[src/rtl/swg_pkg.sv]
// ---------------------------------------------------------------------------
// swg_pkg
// Shared definitions for the 3x3 sliding window generator:
//   - tap index constants for the window, tap t = (dy+1)*3 + (dx+1)
//   - the frame FSM state type
//   - counter width helpers used to size column/row counters
// No ports (package).
// ---------------------------------------------------------------------------
package swg_pkg;

  localparam int TAP_NW = 0;
  localparam int TAP_N  = 1;
  localparam int TAP_NE = 2;
  localparam int TAP_W  = 3;
  localparam int TAP_C  = 4;
  localparam int TAP_E  = 5;
  localparam int TAP_SW = 6;
  localparam int TAP_S  = 7;
  localparam int TAP_SE = 8;

  typedef enum logic [1:0] {
    IDLE  = 2'd0,
    RUN   = 2'd1,
    FLUSH = 2'd2,
    DONE  = 2'd3
  } swg_state_e;

  // Never return a zero width, even for degenerate sizes.
  function automatic int cnt_w(input int n);
    return (n < 2) ? 1 : $clog2(n);
  endfunction

  function automatic int col_w(input int width);
    return cnt_w(width);
  endfunction

  function automatic int row_w(input int height);
    return cnt_w(height);
  endfunction

endpackage

[src/rtl/swg_line_buf.sv]
// ---------------------------------------------------------------------------
// swg_line_buf
// Single-clock line buffer RAM, one write and one read per cycle.
// The read port is combinational so a read of the address being written in
// the same cycle returns the old contents (read-before-write), which is what
// lets one buffer hand its row to the next buffer in the chain.
// Contents are never reset.
// Ports:
//   clk    in   clock
//   we     in   write enable
//   waddr  in   write address
//   wdata  in   write data
//   raddr  in   read address
//   rdata  out  read data (combinational)
// ---------------------------------------------------------------------------
module swg_line_buf
  import swg_pkg::*;
#(
  parameter int DEPTH = 128,
  parameter int DW    = 8,
  parameter int AW    = cnt_w(DEPTH)
) (
  input  logic          clk,
  input  logic          we,
  input  logic [AW-1:0] waddr,
  input  logic [DW-1:0] wdata,
  input  logic [AW-1:0] raddr,
  output logic [DW-1:0] rdata
);

  logic [DW-1:0] mem_q [DEPTH];

  always_ff @(posedge clk) begin
    if (we) begin
      mem_q[waddr] <= wdata;
    end
  end

  assign rdata = mem_q[raddr];

endmodule

[src/rtl/sliding_window_gen.sv]
// ---------------------------------------------------------------------------
// sliding_window_gen
// Turns a raster-order pixel stream into zero-padded 3x3 windows, one per
// pixel, or passes pixels through as 1x1 windows (centre tap only).
// Optional feature macro: SWG_STRIDE2_EN -- when defined and stride2 is high
// at frame start, only windows centred on even row / even column assert
// vld_o. Without it, stride2 is ignored.
// Ports:
//   clk         in   clock
//   rst         in   asynchronous active-high reset
//   is_conv3x3  in   1 = 3x3 windows, 0 = 1x1 passthrough (sampled per frame)
//   stride2     in   stride-2 decimation request (sampled per frame)
//   vld_i       in   input pixel valid
//   rdy_o       out  block can accept a pixel
//   din         in   pixel, channel k at [k*WI +: WI]
//   win         out  window, tap t at [t*CH*WI +: CH*WI]
//   vld_o       out  one-cycle pulse per window
//   frame_done  out  one-cycle pulse after the last window of a frame
// ---------------------------------------------------------------------------
module sliding_window_gen
  import swg_pkg::*;
#(
  parameter int WI     = 8,
  parameter int CH     = 1,
  parameter int WIDTH  = 128,
  parameter int HEIGHT = 128
) (
  input  logic                clk,
  input  logic                rst,
  input  logic                is_conv3x3,
  input  logic                stride2,
  input  logic                vld_i,
  output logic                rdy_o,
  input  logic [CH*WI-1:0]    din,
  output logic [9*CH*WI-1:0]  win,
  output logic                vld_o,
  output logic                frame_done
);

  localparam int PW = CH * WI;
  localparam int CW = col_w(WIDTH);
  localparam int RW = row_w(HEIGHT);
  localparam int FW = cnt_w(WIDTH + 1);

  localparam logic [CW-1:0] COL_LAST   = CW'(WIDTH - 1);
  localparam logic [RW-1:0] ROW_LAST   = RW'(HEIGHT - 1);
  localparam logic [FW-1:0] FLUSH_LAST = FW'(WIDTH);

  swg_state_e state_q, state_d;
  logic       mode3_q, mode3_d;

  logic [CW-1:0] in_col_q, in_col_d;
  logic [RW-1:0] in_row_q, in_row_d;
  logic [CW-1:0] out_col_q, out_col_d;
  logic [RW-1:0] out_row_q, out_row_d;
  logic [FW-1:0] flush_q, flush_d;

  // Column registers, index 0 = top row, 1 = middle, 2 = bottom.
  logic [2:0][PW-1:0] left_q, left_d;
  logic [2:0][PW-1:0] mid_q, mid_d;
  logic [2:0][PW-1:0] new_col;

  logic [9*PW-1:0] win_q, win_d;
  logic [9*PW-1:0] win3, win1;
  logic            vld_q, vld_d;
  logic            done_q, done_d;

  logic [PW-1:0] top_rd, mid_rd;

  logic accept, mode3_eff, last_px, primed;
  logic lb_we, shift, emit, keep;
  logic pad_n, pad_s, pad_w, pad_e;

  assign rdy_o     = (state_q == IDLE) || (state_q == RUN);
  assign accept    = vld_i && rdy_o;
  assign mode3_eff = (state_q == IDLE) ? is_conv3x3 : mode3_q;
  assign last_px   = (in_row_q == ROW_LAST) && (in_col_q == COL_LAST);

  // A 3x3 window needs the pixel diagonally below-right of its centre, so
  // the first window only leaves once pixel WIDTH+1 has arrived.
  assign primed = (in_row_q > RW'(1)) || ((in_row_q == RW'(1)) && (in_col_q != '0));

`ifdef SWG_STRIDE2_EN
  logic s2_q, s2_d;
  logic s2_eff;

  assign s2_d   = ((state_q == IDLE) && accept) ? stride2 : s2_q;
  assign s2_eff = (state_q == IDLE) ? stride2 : s2_q;
  assign keep   = !s2_eff || (!out_row_q[0] && !out_col_q[0]);

  always_ff @(posedge clk or posedge rst) begin
    if (rst) begin
      s2_q <= 1'b0;
    end else begin
      s2_q <= s2_d;
    end
  end
`else
  logic unused_stride2;

  assign unused_stride2 = stride2;
  assign keep           = 1'b1;
`endif

  // Two chained line buffers: mid holds the previous row, top the one
  // before it. On each accepted pixel mid's old entry moves into top.
  swg_line_buf #(.DEPTH(WIDTH), .DW(PW), .AW(CW)) u_lb_top (
    .clk   (clk),
    .we    (lb_we),
    .waddr (in_col_q),
    .wdata (mid_rd),
    .raddr (in_col_q),
    .rdata (top_rd)
  );

  swg_line_buf #(.DEPTH(WIDTH), .DW(PW), .AW(CW)) u_lb_mid (
    .clk   (clk),
    .we    (lb_we),
    .waddr (in_col_q),
    .wdata (din),
    .raddr (in_col_q),
    .rdata (mid_rd)
  );

  // During flush the incoming column lies below the frame; it is padded
  // anyway, but feeding zeros keeps stray input off the datapath.
  always_comb begin
    new_col[0] = top_rd;
    new_col[1] = mid_rd;
    new_col[2] = (state_q == FLUSH) ? '0 : din;
  end

  // Padding comes purely from the output centre position so stale buffer
  // contents from earlier frames can never leak into a window.
  assign pad_n = (out_row_q == '0);
  assign pad_s = (out_row_q == ROW_LAST);
  assign pad_w = (out_col_q == '0);
  assign pad_e = (out_col_q == COL_LAST);

  always_comb begin
    win3 = '0;
    for (int dy = 0; dy < 3; dy++) begin
      for (int dx = 0; dx < 3; dx++) begin
        if (!((dy == 0 && pad_n) || (dy == 2 && pad_s) ||
              (dx == 0 && pad_w) || (dx == 2 && pad_e))) begin
          case (dx)
            0:       win3[(dy*3+dx)*PW +: PW] = left_q[dy[1:0]];
            1:       win3[(dy*3+dx)*PW +: PW] = mid_q[dy[1:0]];
            default: win3[(dy*3+dx)*PW +: PW] = new_col[dy[1:0]];
          endcase
        end
      end
    end
  end

  always_comb begin
    win1 = '0;
    win1[TAP_C*PW +: PW] = din;
  end

  // Frame sequencing: input counters, column shift, window emission and
  // output position tracking.
  always_comb begin
    state_d   = state_q;
    mode3_d   = mode3_q;
    in_col_d  = in_col_q;
    in_row_d  = in_row_q;
    out_col_d = out_col_q;
    out_row_d = out_row_q;
    flush_d   = flush_q;
    left_d    = left_q;
    mid_d     = mid_q;
    win_d     = win_q;
    vld_d     = 1'b0;
    done_d    = 1'b0;
    lb_we     = 1'b0;
    shift     = 1'b0;
    emit      = 1'b0;

    case (state_q)
      IDLE, RUN: begin
        if (accept) begin
          state_d = RUN;
          if (state_q == IDLE) begin
            mode3_d = is_conv3x3;
          end
          if (in_col_q == COL_LAST) begin
            in_col_d = '0;
            in_row_d = in_row_q + 1'b1;
          end else begin
            in_col_d = in_col_q + 1'b1;
          end
          if (mode3_eff) begin
            lb_we = 1'b1;
            shift = 1'b1;
            emit  = primed;
            if (last_px) begin
              state_d  = FLUSH;
              in_row_d = '0;
            end
          end else begin
            emit = 1'b1;
            if (last_px) begin
              state_d  = DONE;
              in_row_d = '0;
            end
          end
        end
      end
      FLUSH: begin
        shift    = 1'b1;
        emit     = 1'b1;
        in_col_d = (in_col_q == COL_LAST) ? '0 : in_col_q + 1'b1;
        flush_d  = flush_q + 1'b1;
        if (flush_q == FLUSH_LAST) begin
          state_d = DONE;
          flush_d = '0;
        end
      end
      DONE: begin
        done_d    = 1'b1;
        state_d   = IDLE;
        in_col_d  = '0;
        in_row_d  = '0;
        out_col_d = '0;
        out_row_d = '0;
      end
      default: begin
        state_d = IDLE;
      end
    endcase

    if (shift) begin
      left_d = mid_q;
      mid_d  = new_col;
    end

    if (emit) begin
      win_d = mode3_eff ? win3 : win1;
      vld_d = keep;
      if (out_col_q == COL_LAST) begin
        out_col_d = '0;
        out_row_d = (out_row_q == ROW_LAST) ? '0 : out_row_q + 1'b1;
      end else begin
        out_col_d = out_col_q + 1'b1;
      end
    end
  end

  always_ff @(posedge clk or posedge rst) begin
    if (rst) begin
      state_q   <= IDLE;
      mode3_q   <= 1'b0;
      in_col_q  <= '0;
      in_row_q  <= '0;
      out_col_q <= '0;
      out_row_q <= '0;
      flush_q   <= '0;
      left_q    <= '0;
      mid_q     <= '0;
      win_q     <= '0;
      vld_q     <= 1'b0;
      done_q    <= 1'b0;
    end else begin
      state_q   <= state_d;
      mode3_q   <= mode3_d;
      in_col_q  <= in_col_d;
      in_row_q  <= in_row_d;
      out_col_q <= out_col_d;
      out_row_q <= out_row_d;
      flush_q   <= flush_d;
      left_q    <= left_d;
      mid_q     <= mid_d;
      win_q     <= win_d;
      vld_q     <= vld_d;
      done_q    <= done_d;
    end
  end

  assign win        = win_q;
  assign vld_o      = vld_q;
  assign frame_done = done_q;

endmodule

[config.mk]
export PLATFORM = sky130hd
export DESIGN_NAME = sliding_window_gen
export DESIGN_NICKNAME = d
export VERILOG_FILES = /design/src/rtl/swg_pkg.sv /design/src/rtl/swg_line_buf.sv /design/src/rtl/sliding_window_gen.sv
export SDC_FILE = /design/constraint.sdc
export NUM_CORES = 2
export LEC_CHECK = 0
export ABC_CLOCK_PERIOD_IN_PS = 6400
export BUFFER_PORTS_ARGS = -buffer_cell sky130_fd_sc_hd__buf_2
export CORE_ASPECT_RATIO = 1.2
export CORE_MARGIN = 1
export CORE_UTILIZATION = 33
export DETAILED_ROUTE_END_ITERATION = 16
export GPL_TIMING_DRIVEN = 0
export PLACE_DENSITY = 0.49
export SLEW_MARGIN = 20
export SYNTH_ARGS = -nofsm -noshare
export SYNTH_HDL_FRONTEND = slang
export SYNTH_SLANG_ARGS = --single-unit
[constraint.sdc]
create_clock -name clk -period 6.4 [get_ports clk]
set_clock_uncertainty 0.05 [all_clocks]
set_input_delay 0.32 -clock clk [delete_from_list [all_inputs] [get_ports clk]]
set_output_delay 0.32 -clock clk [all_outputs]
set_load 0.02 [all_outputs]
==> impl_metrics.py <==
metrics = {
    "setup_path": {
        "r2r-end": "u_lb_top.mem_q[33][7]",
        "cpMostUsedCell": "buf_2",
        "cp_slowest_cell": "nor4_2",
        "endpoint_kind": "flop",
        "crit_type": "reg2reg",
        "crit_path_start_kind": "flop",
        "cp_data_required_time_ns": 6.86,
        "arrival_ns": 7.08,
        "crit_family": "buffers and inverters",
        "critical_path.max_stage_delay_ns": 1.01,
        "reg2reg_slack_ns": -0.22,
        "crit_fanout": 72,
        "crit_chain": "clkbuf_1, buf_2, buf_2, buf_2, mux2i_1, o22ai_1, o21ai_0, a41oi_1, nor4_2, inv_6, buf_16",
        "r2r_cells": 11,
        "critPathBufInv": 6,
        "r2r-start": "in_col_q[0]",
    },
    "cts": {
        "ctsHtreeMaxLevel": 4,
        "root_buffer": "clkbuf_16",
        "numCtsBuffers": 221,
        "cts_resized": 0,
        "cts_sinks": 2209,
        "clk_pin_slew_worst_paths_ns": 0.06,
        "clockBufferDepth": 4,
        "clk_latency_ns": 0.90,
        "cts_tree": "built",
        "ctsHoldBuffers": 11,
        "postCtsSetupBuffers": 0,
    },
    "synthesis": {
        "yosys.area.top_type": "edfxtp_1",
        "ys_seq_elements": 2209,
        "synthDistinctLibCells": 56,
        "synth.avg_cell_area_sq_um": 17.3,
        "ys_top_cells_by_area": "edfxtp_1 72%, mux2i_1 12%, dfrtp_1 4.7%",
        "yosysMostFrequentCell": "edfxtp_1",
        "synth_top_cell_area_share_pct": 71.8,
        "ys.warnings.count": 0,
        "ys_seq_area_share_pct": 76.5,
        "netlist_area_sq_um": 85600,
        "synthCells": 4949,
        "synth_ff_type": "edfxtp_1",
        "synth_edf_count": 2048,
        "postSynth.asyncResetShare_pct": 7.29,
        "synth_common_cells": "2,048 x edfxtp_1, 1,035 x mux2i_1, 512 x o22ai_1",
        "syn_nets": 4972,
    },
    "timing": {
        "fin_hold_ws_ns": 0.366,
        "tightestPinTransition_ns": 1.27,
        "maxSlewHeadroom_pct": 14.7,
        "setup_ws_ns": -0.221,
        "timing.fmax_mhz": 151,
        "finalHoldViolCount": 0,
        "setup_viol": 124,
        "period_needed_ns": 6.62,
        "finalCritPeriodShare_pct": 103,
        "final_max_slew_viol_count": 0,
        "setup_tns_ns": -17.54,
        "grt_setup_unrepaired": "no",
    },
    "power_and_ir_drop": {
        "power.density_nw_per_um2": 450,
        "pwr-share-seq_pct": 41.8,
        "p_comb_share_pct": 29.5,
        "p_sw_mw": 16.4,
        "p_int_mw": 28.7,
        "p_clk_share_pct": 28.7,
        "ir_drop_uv": 650,
        "power.leakage_nw": 34.4,
        "switching_share_pct": 36.3,
        "finalPower_mw": 45.1,
    },
    "layout": {
        "area_growth_pct": 16.9,
        "nNetsFinal": 5394,
        "fin_util_pct": 38.9,
        "drive_gt1_share_pct": 16.4,
    },
    "floorplanning": {
        "initial_utilization_pct": 33.2,
        "ios": 88,
        "die_h_microns": 560,
        "fp.dieW_microns": 467,
        "core-area_sq_um": 258000,
        "rows": 204,
        "die_area_sq_um": 261000,
    },
    "route": {
        "vias": 48805,
        "wl_microns": 303000,
        "drc": 0,
        "postRouteAntennaNets": 0,
        "drtIter0Drc": 5310,
        "post_drt_via_cell_ratio": 5.45,
        "wl_per_cell_microns": 33.8,
        "drtPass1Iterations": 6,
    },
    "global_route": {
        "antenna_found_initial": 17,
        "grt_overflow": 0,
        "grt_pass1_wl_microns": 405000,
        "grt_max_degree": 105,
        "grtUsageTotal_pct": 22.6,
        "grt_pass1_vias": 47784,
    },
    "run_status": {
        "outcome": "complete, but fails checks",
        "violations": "setup timing",
    },
    "placement": {
        "dpl_worst_slack_ns": 0.190,
        "place_congestion": 0.974,
        "hpwl_microns": 209000,
        "io_buffers": 86,
    },
    "worst_hold_path": {
        "hold_end": "mode3_q",
        "hold_class": "in2reg",
        "hp-start": "is_conv3x3",
        "hold_depth": 5,
    },
    "run": {
        "maxCapViolCount": 0,
    },
}
-- flip-flops by register name (all words and copies together) (netlist names) --
name / cells
mid_q: 24
left_q: 24
in_row_q: 7
flush_q: 8
vld_o: 1
frame_done: 1
u_lb_mid.mem_q: 1024
out_row_q: 7
mode3_q: 1
win: 72
in_col_q: 7
u_lb_top.mem_q: 1024
out_col_q: 7
state_q: 2
-- through the flow --
| step | cells | instance area, sq um |
|---|---|---|
| finish | 8950 | 100000 |
| floorplan | 4949 | 85600 |
| CTS | 8944 | 100000 |
| detailed placement | 8536 | 92900 |
| global placement | 8434 | 90300 |
| global route | 8945 | 100000 |
-- per-layer routing --
layer | track usage (%) | share of wire, %
met1 | 27.3 | 38
met2 | 38.1 | 49
met3 | 4.40 | 7.3
met4 | 12.0 | 5.8
met5 | 0 | 0.0046
-- worst min-delay path, delay by kind of cell --
| family | cells | cell delay, ns |
|---|---|---|
| buffers and inverters | 2 | 0.41 |
| multiplexers | 1 | 0.18 |
| AND/OR/NAND/NOR | 2 | 0.34 |
-- cell type report --
cell class / instances / area (sq um)
fill: 23548 / 157000
sequential: 2209 / 65500
multi-input combinational: 2411 / 19400
clock buffer: 271 / 5780
tap: 3399 / 4250
timing repair buffer: 199 / 2230
buffer: 305 / 1490
clock inverter: 126 / 1240
inverter: 24 / 148
antenna: 6 / 15.0
-- cell families after synthesis --
family / synth area share (%)
mux: 12.5
simple gates: 1.86
compound gates: 7.05
xor+xnor: 0.113
buf+inv: 1.83
fa+ha+maj: 0.146
flops: 76.5
-- power groups by stage --
stage          logic (mW)  clock network (mW)  registers [mW]
6_report             13.3                12.9            18.8
5_1_grt              13.5                13.6            18.8
4_1_cts              13.2                13.1            18.8
3_5_place_dp         13.1                   0            19.1
3_3_place_gp         10.9                   0            18.6
2_1_floorplan        5.36                   0            19.4
-- cells in the final DEF (no fill, tap or decap), types with 37 or more instances in the layout --
cell,count
a41oi_1,66
buf_2,284
nor2_4,92
o22ai_1,512
o21ai_1,83
a22o_1,50
clkbuf_1,116
clkbuf_16,222
clkinv_2,39
buf_4,37
nor2_1,40
nand2_1,85
dfrtp_1,161
edfxtp_1,2048
clkinv_1,45
mux2i_1,1035
o21ai_0,214
-- worst max path at each step --
stage | start | endpoint | slack, ns | cells after the start
after global placement | in_col_q[0] | u_lb_top.mem_q[8][4] | -4.08 | 10
after CTS | in_col_q[0] | u_lb_top.mem_q[33][7] | 0.14 | 11
after detailed placement | in_col_q[0] | u_lb_top.mem_q[6][6] | 0.19 | 11
after global routing | in_col_q[0] | u_lb_top.mem_q[30][3] | 0.06 | 11
final | in_col_q[0] | u_lb_top.mem_q[33][7] | -0.22 | 11
after floorplan | rst | flush_q[0] | 1.68 | 1
Note: power is estimated with default switching activity, not from simulation.
